--- src/rtl/spi_share_pkg.sv ---
// Shared types and constants for the SPI master sharing controller.
package spi_share_pkg;

    localparam int DEF_N_REQ   = 3;
    localparam int DEF_DATA_W  = 8;
    localparam int DEF_CLK_DIV = 2;

    typedef enum logic [2:0] {
        IDLE,
        SETUP,
        SHIFT,
        HOLD,
        DONE
    } state_t;

    // Bits needed to count 0..value-1; never less than one bit.
    function automatic int clog2(input int value);
        int width;
        width = 1;
        while ((1 << width) < value) begin
            width = width + 1;
        end
        return width;
    endfunction

endpackage

--- src/rtl/spi_share_ctrl_rr_arbiter.sv ---
// Combinational requester arbiter for spi_share_ctrl.
// Build option: define SPI_SHARE_FIXED_PRIO_EN for fixed lowest-index-wins
// priority; otherwise round-robin starting after the last granted requester.
module rr_arbiter
    import spi_share_pkg::*;
#(
    parameter  int N_REQ = DEF_N_REQ,
    localparam int IDX_W = clog2(N_REQ)
) (
    input  logic [N_REQ-1:0] i_req,
    input  logic [IDX_W-1:0] i_last_grant,
    output logic [N_REQ-1:0] o_winner,
    output logic [IDX_W-1:0] o_winner_idx
);

    logic [IDX_W-1:0] w_cand;

`ifdef SPI_SHARE_FIXED_PRIO_EN
    logic w_unused_last_grant;
    assign w_unused_last_grant = ^i_last_grant;

    // Fixed priority: scan high to low so the lowest set index is written last.
    always_comb begin
        // NOTE: every combinational output gets a default first so no path leaves it unassigned (no latch).
        o_winner     = '0;
        o_winner_idx = '0;
        w_cand       = '0;
        for (int k = N_REQ - 1; k >= 0; k--) begin
            w_cand = IDX_W'(k);
            if (i_req[w_cand]) begin
                o_winner         = '0;
                o_winner[w_cand] = 1'b1;
                o_winner_idx     = w_cand;
            end
        end
    end
`else
    // Round-robin: scan from the farthest candidate back to last_grant+1 so the
    // nearest set request after the previous winner is written last.
    always_comb begin
        // NOTE: every combinational output gets a default first so no path leaves it unassigned (no latch).
        o_winner     = '0;
        o_winner_idx = '0;
        w_cand       = '0;
        for (int k = N_REQ; k >= 1; k--) begin
            w_cand = IDX_W'((int'(i_last_grant) + k) % N_REQ);
            if (i_req[w_cand]) begin
                o_winner         = '0;
                o_winner[w_cand] = 1'b1;
                o_winner_idx     = w_cand;
            end
        end
    end
`endif

endmodule

--- src/rtl/spi_share_ctrl.sv ---
// Shares one SPI mode-0 master port between N_REQ requesters: arbitrates in
// IDLE, then runs one MSB-first DATA_W-bit transfer for the winner.
// Build option: SPI_SHARE_FIXED_PRIO_EN selects fixed priority in rr_arbiter.
module spi_share_ctrl
    import spi_share_pkg::*;
#(
    parameter int N_REQ   = DEF_N_REQ,
    parameter int DATA_W  = DEF_DATA_W,
    parameter int CLK_DIV = DEF_CLK_DIV
) (
    input  logic                      clk_clk,
    input  logic                      reset_reset_n,
    input  logic [N_REQ-1:0]          req,
    input  logic [N_REQ*DATA_W-1:0]   wdata,
    output logic [N_REQ-1:0]          gnt,
    output logic [N_REQ-1:0]          done,
    output logic [DATA_W-1:0]         rdata,
    output logic                      busy,
    output logic                      spi_sclk,
    output logic                      spi_mosi,
    output logic                      spi_ss_n,
    input  logic                      spi_miso
);

    localparam int IDX_W   = clog2(N_REQ);
    localparam int PHASE_W = clog2(2 * DATA_W);
    localparam int DIV_W   = clog2(CLK_DIV);

    localparam logic [PHASE_W-1:0] LAST_PHASE = PHASE_W'(2 * DATA_W - 1);
    localparam logic [DIV_W-1:0]   DIV_LAST   = DIV_W'(CLK_DIV - 1);
    localparam logic [IDX_W-1:0]   GRANT_INIT = IDX_W'(N_REQ - 1);

    state_t              r_state,      w_state_nxt;
    logic [IDX_W-1:0]    r_last_grant, w_last_grant_nxt;
    logic [N_REQ-1:0]    r_gnt,        w_gnt_nxt;
    logic [N_REQ-1:0]    r_done,       w_done_nxt;
    logic [DATA_W-1:0]   r_rdata,      w_rdata_nxt;
    logic                r_busy,       w_busy_nxt;
    logic                r_sclk,       w_sclk_nxt;
    logic                r_mosi,       w_mosi_nxt;
    logic                r_ss_n,       w_ss_n_nxt;
    logic [DATA_W-1:0]   r_tx,         w_tx_nxt;
    logic [DATA_W-1:0]   r_rx,         w_rx_nxt;
    logic [DIV_W-1:0]    r_div,        w_div_nxt;
    logic [PHASE_W-1:0]  r_phase,      w_phase_nxt;

    logic [N_REQ-1:0]    w_win;
    logic [IDX_W-1:0]    w_win_idx;
    logic [DATA_W-1:0]   w_wdata_sel;
    logic                w_div_last;

    rr_arbiter #(
        .N_REQ(N_REQ)
    ) u_arb (
        .i_req        (req),
        .i_last_grant (r_last_grant),
        .o_winner     (w_win),
        .o_winner_idx (w_win_idx)
    );

    assign w_wdata_sel = wdata[int'(w_win_idx) * DATA_W +: DATA_W];
    assign w_div_last  = (r_div == DIV_LAST);

    // State and datapath registers; every output is a flop so the SPI pins are glitch-free.
    always_ff @(posedge clk_clk or negedge reset_reset_n) begin
        if (!reset_reset_n) begin
            r_state      <= IDLE;
            r_last_grant <= GRANT_INIT;
            r_gnt        <= '0;
            r_done       <= '0;
            r_rdata      <= '0;
            r_busy       <= 1'b0;
            r_sclk       <= 1'b0;
            r_mosi       <= 1'b0;
            r_ss_n       <= 1'b1;
            r_tx         <= '0;
            r_rx         <= '0;
            r_div        <= '0;
            r_phase      <= '0;
        end else begin
            // NOTE: non-blocking assignments so every flop samples the pre-edge values.
            r_state      <= w_state_nxt;
            r_last_grant <= w_last_grant_nxt;
            r_gnt        <= w_gnt_nxt;
            r_done       <= w_done_nxt;
            r_rdata      <= w_rdata_nxt;
            r_busy       <= w_busy_nxt;
            r_sclk       <= w_sclk_nxt;
            r_mosi       <= w_mosi_nxt;
            r_ss_n       <= w_ss_n_nxt;
            r_tx         <= w_tx_nxt;
            r_rx         <= w_rx_nxt;
            r_div        <= w_div_nxt;
            r_phase      <= w_phase_nxt;
        end
    end

    // Next-state and next-output logic; every register holds unless a state changes it.
    always_comb begin
        w_state_nxt      = r_state;
        w_last_grant_nxt = r_last_grant;
        w_gnt_nxt        = r_gnt;
        w_done_nxt       = '0;
        w_rdata_nxt      = r_rdata;
        w_busy_nxt       = r_busy;
        w_sclk_nxt       = r_sclk;
        w_mosi_nxt       = r_mosi;
        w_ss_n_nxt       = r_ss_n;
        w_tx_nxt         = r_tx;
        w_rx_nxt         = r_rx;
        w_div_nxt        = r_div;
        w_phase_nxt      = r_phase;

        case (r_state)
            IDLE: begin
                if (|req) begin
                    w_state_nxt      = SETUP;
                    w_gnt_nxt        = w_win;
                    w_last_grant_nxt = w_win_idx;
                    w_tx_nxt         = w_wdata_sel;
                    w_mosi_nxt       = w_wdata_sel[DATA_W-1];
                    w_ss_n_nxt       = 1'b0;
                    w_busy_nxt       = 1'b1;
                    w_div_nxt        = '0;
                end
            end

            SETUP: begin
                if (w_div_last) begin
                    // Entering phase 0: first rising SCLK edge, sample MISO.
                    w_state_nxt = SHIFT;
                    w_div_nxt   = '0;
                    w_phase_nxt = '0;
                    w_sclk_nxt  = 1'b1;
                    w_rx_nxt    = {r_rx[DATA_W-2:0], spi_miso};
                end else begin
                    w_div_nxt = r_div + DIV_W'(1);
                end
            end

            SHIFT: begin
                if (w_div_last) begin
                    w_div_nxt = '0;
                    if (r_phase == LAST_PHASE) begin
                        w_state_nxt = HOLD;
                    end else begin
                        w_phase_nxt = r_phase + PHASE_W'(1);
                        if (!r_phase[0]) begin
                            // Entering an odd phase: SCLK falls, present the next bit.
                            w_sclk_nxt = 1'b0;
                            w_tx_nxt   = {r_tx[DATA_W-2:0], 1'b0};
                            w_mosi_nxt = r_tx[DATA_W-2];
                        end else begin
                            // Entering an even phase: SCLK rises, sample MISO.
                            w_sclk_nxt = 1'b1;
                            w_rx_nxt   = {r_rx[DATA_W-2:0], spi_miso};
                        end
                    end
                end else begin
                    w_div_nxt = r_div + DIV_W'(1);
                end
            end

            HOLD: begin
                if (w_div_last) begin
                    w_state_nxt = DONE;
                    w_div_nxt   = '0;
                    w_done_nxt  = r_gnt;
                    w_rdata_nxt = r_rx;
                    w_ss_n_nxt  = 1'b1;
                    w_gnt_nxt   = '0;
                end else begin
                    w_div_nxt = r_div + DIV_W'(1);
                end
            end

            DONE: begin
                w_state_nxt = IDLE;
                w_busy_nxt  = 1'b0;
            end

            default: begin
                w_state_nxt = IDLE;
            end
        endcase
    end

    assign gnt      = r_gnt;
    assign done     = r_done;
    assign rdata    = r_rdata;
    assign busy     = r_busy;
    assign spi_sclk = r_sclk;
    assign spi_mosi = r_mosi;
    assign spi_ss_n = r_ss_n;

endmodule
--- config.mk ---
export PLATFORM = sky130hd
export DESIGN_NAME = spi_share_ctrl
export DESIGN_NICKNAME = d
export VERILOG_FILES = /design/src/rtl/spi_share_pkg.sv /design/src/rtl/spi_share_ctrl_rr_arbiter.sv /design/src/rtl/spi_share_ctrl.sv
export SDC_FILE = /design/constraint.sdc
export NUM_CORES = 1
export LEC_CHECK = 0
export ABC_AREA = 1
export CORE_MARGIN = 1
export CORE_UTILIZATION = 45
export CTS_CLUSTER_DIAMETER = 200
export DETAILED_ROUTE_END_ITERATION = 16
export DONT_BUFFER_PORTS = 1
export SETUP_SLACK_MARGIN = 0.15
export SYNTH_ARGS = -nofsm -noshare
export SYNTH_HDL_FRONTEND = slang
export SYNTH_SLANG_ARGS = --single-unit
export TNS_END_PERCENT = 30
--- constraint.sdc ---
create_clock -name clk_clk -period 1.77 [get_ports clk_clk]
set_input_delay 0.354 -clock clk_clk [delete_from_list [all_inputs] [get_ports clk_clk]]
set_output_delay 0.354 -clock clk_clk [all_outputs]
set_load 0.005 [all_outputs]
Word level (Yosys, flattened, before mapping)

Cells that the tools add are included.

Register bits after elaboration: 43
Latch bits: 0
Memory bits (writable): 0
ROM bits: 0
Logic and storage cells: 120
Memories kept: 0

Add/subtract/negate cells: 5
$mul: 0
Divide/modulo/power cells: 3
$lt $le $gt $ge: 6
Eq/ne operators: 13
Shift-type cells: 1
Muxes and demuxes: 59
Bitwise gates (word level): 0
Reduce and logical (&&, ||, !) cells: 20

Operator list:

| operator                                                              | number |
|---|---|
| 32-bit by 3-bit modulo with 32-bit output, second input constant      | 3 |
| 3-bit 2-to-1 mux                                                      | 12 |
| 8-bit 2-to-1 mux                                                      | 4 |
| 7-bit 2-to-1 mux                                                      | 4 |
| 24-bit by 6-bit variable part select with 8-bit output                | 1 |
| 1-bit 2-to-1 mux                                                      | 17 |
| 2-bit inequality test, second input constant                          | 8 |
| 8-bit case mux with 2 select lines                                    | 1 |
| 5-bit AND reduction                                                   | 3 |
| 7-bit case mux with 2 select lines                                    | 1 |
| 4-bit 2-to-1 mux                                                      | 3 |
| 3-bit case mux with 4 select lines                                    | 1 |
| 1-bit case mux with 2 select lines                                    | 5 |
| 2-bit nonzero test                                                    | 5 |
| 2-bit by 3-bit < comparator with 1-bit output, second input constant  | 3 |
| 4-bit case mux with 2 select lines                                    | 1 |
| 2-bit AND reduction                                                   | 4 |
| 2-bit by 2-bit adder with 3-bit output, second input constant         | 2 |
| 1-bit binary-select mux with 2-bit select                             | 3 |
| 1-bit demux with 2-bit select                                         | 3 |
| 3-bit by 2-bit equality test with 1-bit output, second input constant | 2 |
| 2-bit by 1-bit >= comparator with 1-bit output, second input constant | 3 |
| 2-bit 2-to-1 mux                                                      | 3 |
| 3-bit case mux with 2 select lines                                    | 1 |
| 11 further kinds                                                      | 14 |

Logic depth before layout (Yosys ltp)

Depth in word-level cells: 11
Mapped depth: 15

Hierarchy

Synthesis repeated with hierarchy kept, for this count alone.

Cell total of the unflattened synthesis: 339
Area, all modules: 2403.6 sq um

By module, submodules not included:

| module         | instances | cells each | area an instance (sq um) | sequential area each (sq um) |
|---|---|---|---|---|
| spi_share_ctrl | 1         | 285        | 2135.8                   | 1078.5 |
| rr_arbiter     | 1         | 54         | 267.8                    | 0.0 |

Worst setup path before layout

No wires, ideal clock.

Path type: register to register
Start point: register r_last_grant[1]
End point: register r_tx[1]
Data arrival time: 1721 ps
Slack: -67 ps
Stages on the path, launching flop included: 14
Cell sequence: dfstp_2 > ha_1 > inv_2 > nand2_2 > nand3_4 > nand2_4 > a21oi_2 > nand2_4 > nand2_4 > nand2_1 > nand3_1 > nand2_1 > nand2_1 > nand2_1

Word-level cells in the longest chain between the ends: 10
Elaborated cells between the ends (all ways): 18
Those cells by class: add/sub: 3; div: 3; shift: 1; mux: 11

RTL lines:

| what                                                     | line                            | RTL |
|---|---|---|
| start, declared                                          | spi_share_ctrl.sv:34            | `logic [IDX_W-1:0] r_last_grant, w_last_grant_nxt;` |
| start signal, assigned                                   | spi_share_ctrl.sv:83            | `r_last_grant <= w_last_grant_nxt;` |
| 2-bit by 2-bit adder with 3-bit output                   | spi_share_ctrl_rr_arbiter.sv:46 | `w_cand = IDX_W'((int'(i_last_grant) + k) % N_REQ);` |
| 32-bit by 3-bit modulo with 32-bit output                | spi_share_ctrl_rr_arbiter.sv:46 |  |
| 1-bit binary-select mux with 2-bit select                | spi_share_ctrl_rr_arbiter.sv:47 | `if (i_req[w_cand]) begin` |
| 1-bit 2-to-1 mux (implied by the code)                   | spi_share_ctrl_rr_arbiter.sv:47 |  |
| 2-bit 2-to-1 mux (2 in a row)                            | spi_share_ctrl_rr_arbiter.sv:47 |  |
| 2-bit 2-to-1 mux *                                       | spi_share_ctrl_rr_arbiter.sv:47 |  |
| 24-bit by 6-bit variable part select with 8-bit output * | spi_share_ctrl.sv:61            | `assign w_wdata_sel = wdata[int'(w_win_idx) * DATA_W +: DATA_W];` |
| 7-bit 2-to-1 mux *                                       | spi_share_ctrl.sv:116           | `if (\|req) begin` |
| 7-bit case mux with 2 select lines *                     | spi_share_ctrl.sv:114           | `case (r_state)` |
| end signal, assigned                                     | spi_share_ctrl.sv:91            | `r_tx <= w_tx_nxt;` |
| end, declared                                            | spi_share_ctrl.sv:42            | `logic [DATA_W-1:0] r_tx, w_tx_nxt;` |

Mark *: on every way between the ends. The rest lies on a longest branch, timed or not. The select of a mux whose other input is x is not followed.
A chain may end at the register's enable or synchronous reset.

Worst setup path after layout

Start point: register r_last_grant[1]
End point: register r_tx[0]

Same word-level chain as after synthesis.

==> results.toml <==
[run_status]
run_status = "finished with violations"
violations = "setup timing"

[yosys]
number_of_synthesized_register_bits = 43
synthesis.area_sq_um = 2420
syn_nets = 351
postSynthAreaPerCell_sq_um = 7.65
synth.distinct_cells = 28
ys_seq_area_share_pct = 44.6
synthesis.instances = 316
yosys_warnings = 0

[routing]
num_vias = 2099
antenna_violating_nets_post_route = 0
routed_via_density = 5.03
drt_iter0_markers = 92
wl_um = 5630
post_drt_wl_per_cell_um = 13.5
detail_route.drc_violations = 0
number_of_iterations_in_the_first_detailed_routing_pass = 4

[cts]
insertion_delay_ns = 0.30
cts-buffers-inserted = 5
tritoncts = "built"
clock_sink_count = 43
root_buffer_master = "clkbuf_8"
worst_setup_hold_path_clk_slew_ns = 0.09
htree_num_levels = 2
clock_path_buffers = 2

[setup_path]
worst_setup_path_start_kind = "flip-flop"
critPathTopFamily = "simple AND/OR/NAND/NOR gates"
cp-end-kind = "flip-flop"
timing.critical_path.required_ns = 1.96
critical_path.most_common_cell = "nand2_2"
worst-path-buf-inv = 1
cp_cell_sequence = "inv_2 -> ha_2 -> o21ai_2 -> nand2_2 -> nor2_4 -> nand2_2 -> nand2_4 -> nand2_4 -> nand2_2 -> nand3_1 -> nand3_1 -> nand2_1"
crit_path_max_incr_delay_ns = 0.58
critical_path_arrival_ns = 2.12
worst-setup-path-type = "flip-flop to flip-flop"
timing.critical_path.fanout_max = 6
critical_path.slowest_cell = "dfstp_2"

[floorplan]
floorplan.io_pins = 48
std_cell_rows = 26
floorplan.die_area_sq_um = 5670
core_area_sq_um = 5140
floorplan.die.width_um = 75.3
die_height_um = 75.3
initial_utilization_pct = 47.0

[layout]
area_taken_by_multi_input_logic_gates_sq_um = 1320
final_core_util_pct = 59.4
finalNetCount = 381
flow.area_growth_from_synthesis_pct = 26.4
finalInstanceArea_sq_um = 3050
antenna_cells_inserted = 0
final_layout_size_suffix_gt1_share_pct = 27.4
reg_area_sq_um = 1080
fillerInstances = 508

[global_routing]
gr-usage-all-layers_pct = 20.1
antenna_violations_before_repair = 0
grt-ovfl-total = 0
grt_max_degree = 44
grt_first_pass_wirelength_um = 8370
via_count_of_the_first_global_routing_pass = 1909

[power_and_ir_drop]
max-vdd-ir-drop_mv = 1.04
leakage_uw = 0.00158
p_per_area_nw_per_um2 = 2240

[placement]
gpl_wtd_cong = 0.861
dp_worst_setup_slack_ns = -0.166
portbufs = 0
placement.cell_area_sq_um = 2610
place.detailed.hpwl_um = 3640

[sta]
timing_hold_violations_final = 0
max_freq_mhz = 518
unrepaired_setup_endpoints_after_global_routing = "true"
tightest_slew_margin_relative_to_the_limit_pct = 58.8
final-max-slew-violation-count = 0
final_min_period_over_clock_period_pct = 109
worst_pin_slew_ns = 0.619
layout_setup_ws_ns = -0.159
clock-skew-final_ns = 0.00672
finalCriticalPeriod_ns = 1.93
fin_tns_setup_ns = -1.26
finalSetupViolations = 12

[hold_path]
hold_path_class = "input pin to flip-flop"

[run]
maxCapViolations = 0
==> state kept, by name (all words and copies together) (netlist names) <==
| name | count |
|---|---|
| busy | 1 |
| spi_sclk | 1 |
| done | 3 |
| gnt | 3 |
| r_div | 1 |
| r_state | 3 |
| rdata | 8 |
| r_rx | 8 |
| spi_ss_n | 1 |
| r_tx | 7 |
| r_phase | 4 |
| r_last_grant | 2 |
| spi_mosi | 1 |
==> metrics by stage <==
stage,hold slack (ns),std cells,total power [uW]
floorplan,0.0584,316,4290
detailed placement,0.0589,397,5090
finish,0.187,417,6840
global route,0.182,417,7470
global placement,0.0591,397,5050
CTS,0.197,411,6080
==> cells in the final DEF (no fill, tap or decap), drive strengths merged <==
| master | instances |
|---|---|
| nor2 | 25 |
| nand3 | 32 |
| dlygate4sd3 | 1 |
| ha | 5 |
| bufinv | 1 |
| o31ai | 1 |
| clkinv | 1 |
| inv | 56 |
| nand2 | 107 |
| dfstp | 2 |
| o21ai | 26 |
| nor3 | 5 |
| clkbuf | 5 |
| buf | 25 |
| a21oi | 9 |
| o32ai | 1 |
| o22ai | 2 |
| dfrtp | 41 |
| a31oi | 1 |
| xor2 | 1 |
==> path summary, 6_finish.rpt <==
path / start / to / slack [ns] / depth (start not counted)
min reg2reg: r_tx[1] / r_tx[1] / 0.49 / 2
min in group asynchronous: reset_reset_n / r_phase[3] / 0.57 / 2
min: spi_miso / r_rx[0] / 0.19 / 2
max reg2reg: r_last_grant[1] / r_tx[0] / -0.16 / 12
max in group asynchronous: reset_reset_n / r_last_grant[1] / 0.94 / 2
max: r_last_grant[1] / r_tx[0] / -0.16 / 12
==> worst reg2reg max path, cell delays in order, from the launching register on <==
cell and delay, ns:
dfstp_2 0.58, inv_2 0.07, ha_2 0.21, o21ai_2 0.15, nand2_2 0.09, nor2_4 0.14
nand2_2 0.09, nand2_4 0.12, nand2_4 0.08, nand2_2 0.07, nand3_1 0.09, nand3_1 0.08
nand2_1 0.05
==> synth_stat cells, drive strengths merged <==
master / n / area (sq um)
nand2: 104 / 448
inv: 55 / 206
dfrtp: 41 / 1030
nand3: 32 / 178
o21ai: 26 / 138
nor2: 25 / 109
a21oi: 9 / 52.6
ha: 5 / 62.6
nor3: 5 / 36.3
buf: 3 / 33.8
clkbuf: 3 / 11.3
dfstp: 2 / 52.6
o22ai: 2 / 12.5
a31oi: 1 / 6.26
o31ai: 1 / 7.51
o32ai: 1 / 27.5
xor2: 1 / 8.76
==> repair_timing <==
| item | in CTS | in global routing |
|---|---|---|
| endpoints found under the hold margin | 43 | 0 |
| gates resized for setup | 4 | 45 |
| hold buffers | 2 | 0 |
| setup buffers | 2 | 5 |
| setup endpoints to repair | 21 | 23 |
| pin swaps | 10 | 28 |
| gates cloned | 2 | 1 |
==> cell type report <==
cell class | instances | share of cell area [%]
Clock buffer | 5 | 2.25
Clock inverter | 3 | 1.56
Inverter | 55 | 7.17
Multi-Input combinational cell | 215 | 43.1
Sequential cell | 43 | 35.4
Tap cell | 70 | 2.87
Timing Repair Buffer | 26 | 7.66
==> layer usage <==
| metal | global-route usage, % | vias up | share of wire, % |
|---|---|---|---|
| met3 | 4.95 | 16 | 5.9 |
| met1 | 25.0 | 959 | 43 |
| met2 | 33.2 | 80 | 49 |
| met5 | 0 | - | 0 |
| met4 | 8.85 | 0 | 2.4 |
| li1 | - | 1044 | - |
==> report_power, final <==
part,switching [uW],internal (uW),total (uW)
Combinational,2560,1740,4300
Sequential,309,1430,1740
Clock,373,428,801
Total,3240,3600,6840
==> kinds of logic after synthesis <==
logic type / count (synthesis) / synth area share, %
xor+xnor: 1 / 0.363
simple gates: 166 / 31.9
buf+inv: 61 / 10.4
flops: 43 / 44.6
compound gates: 40 / 10.1
fa+ha+maj: 5 / 2.59
No activity file was read; power rests on OpenSTA's default activity.
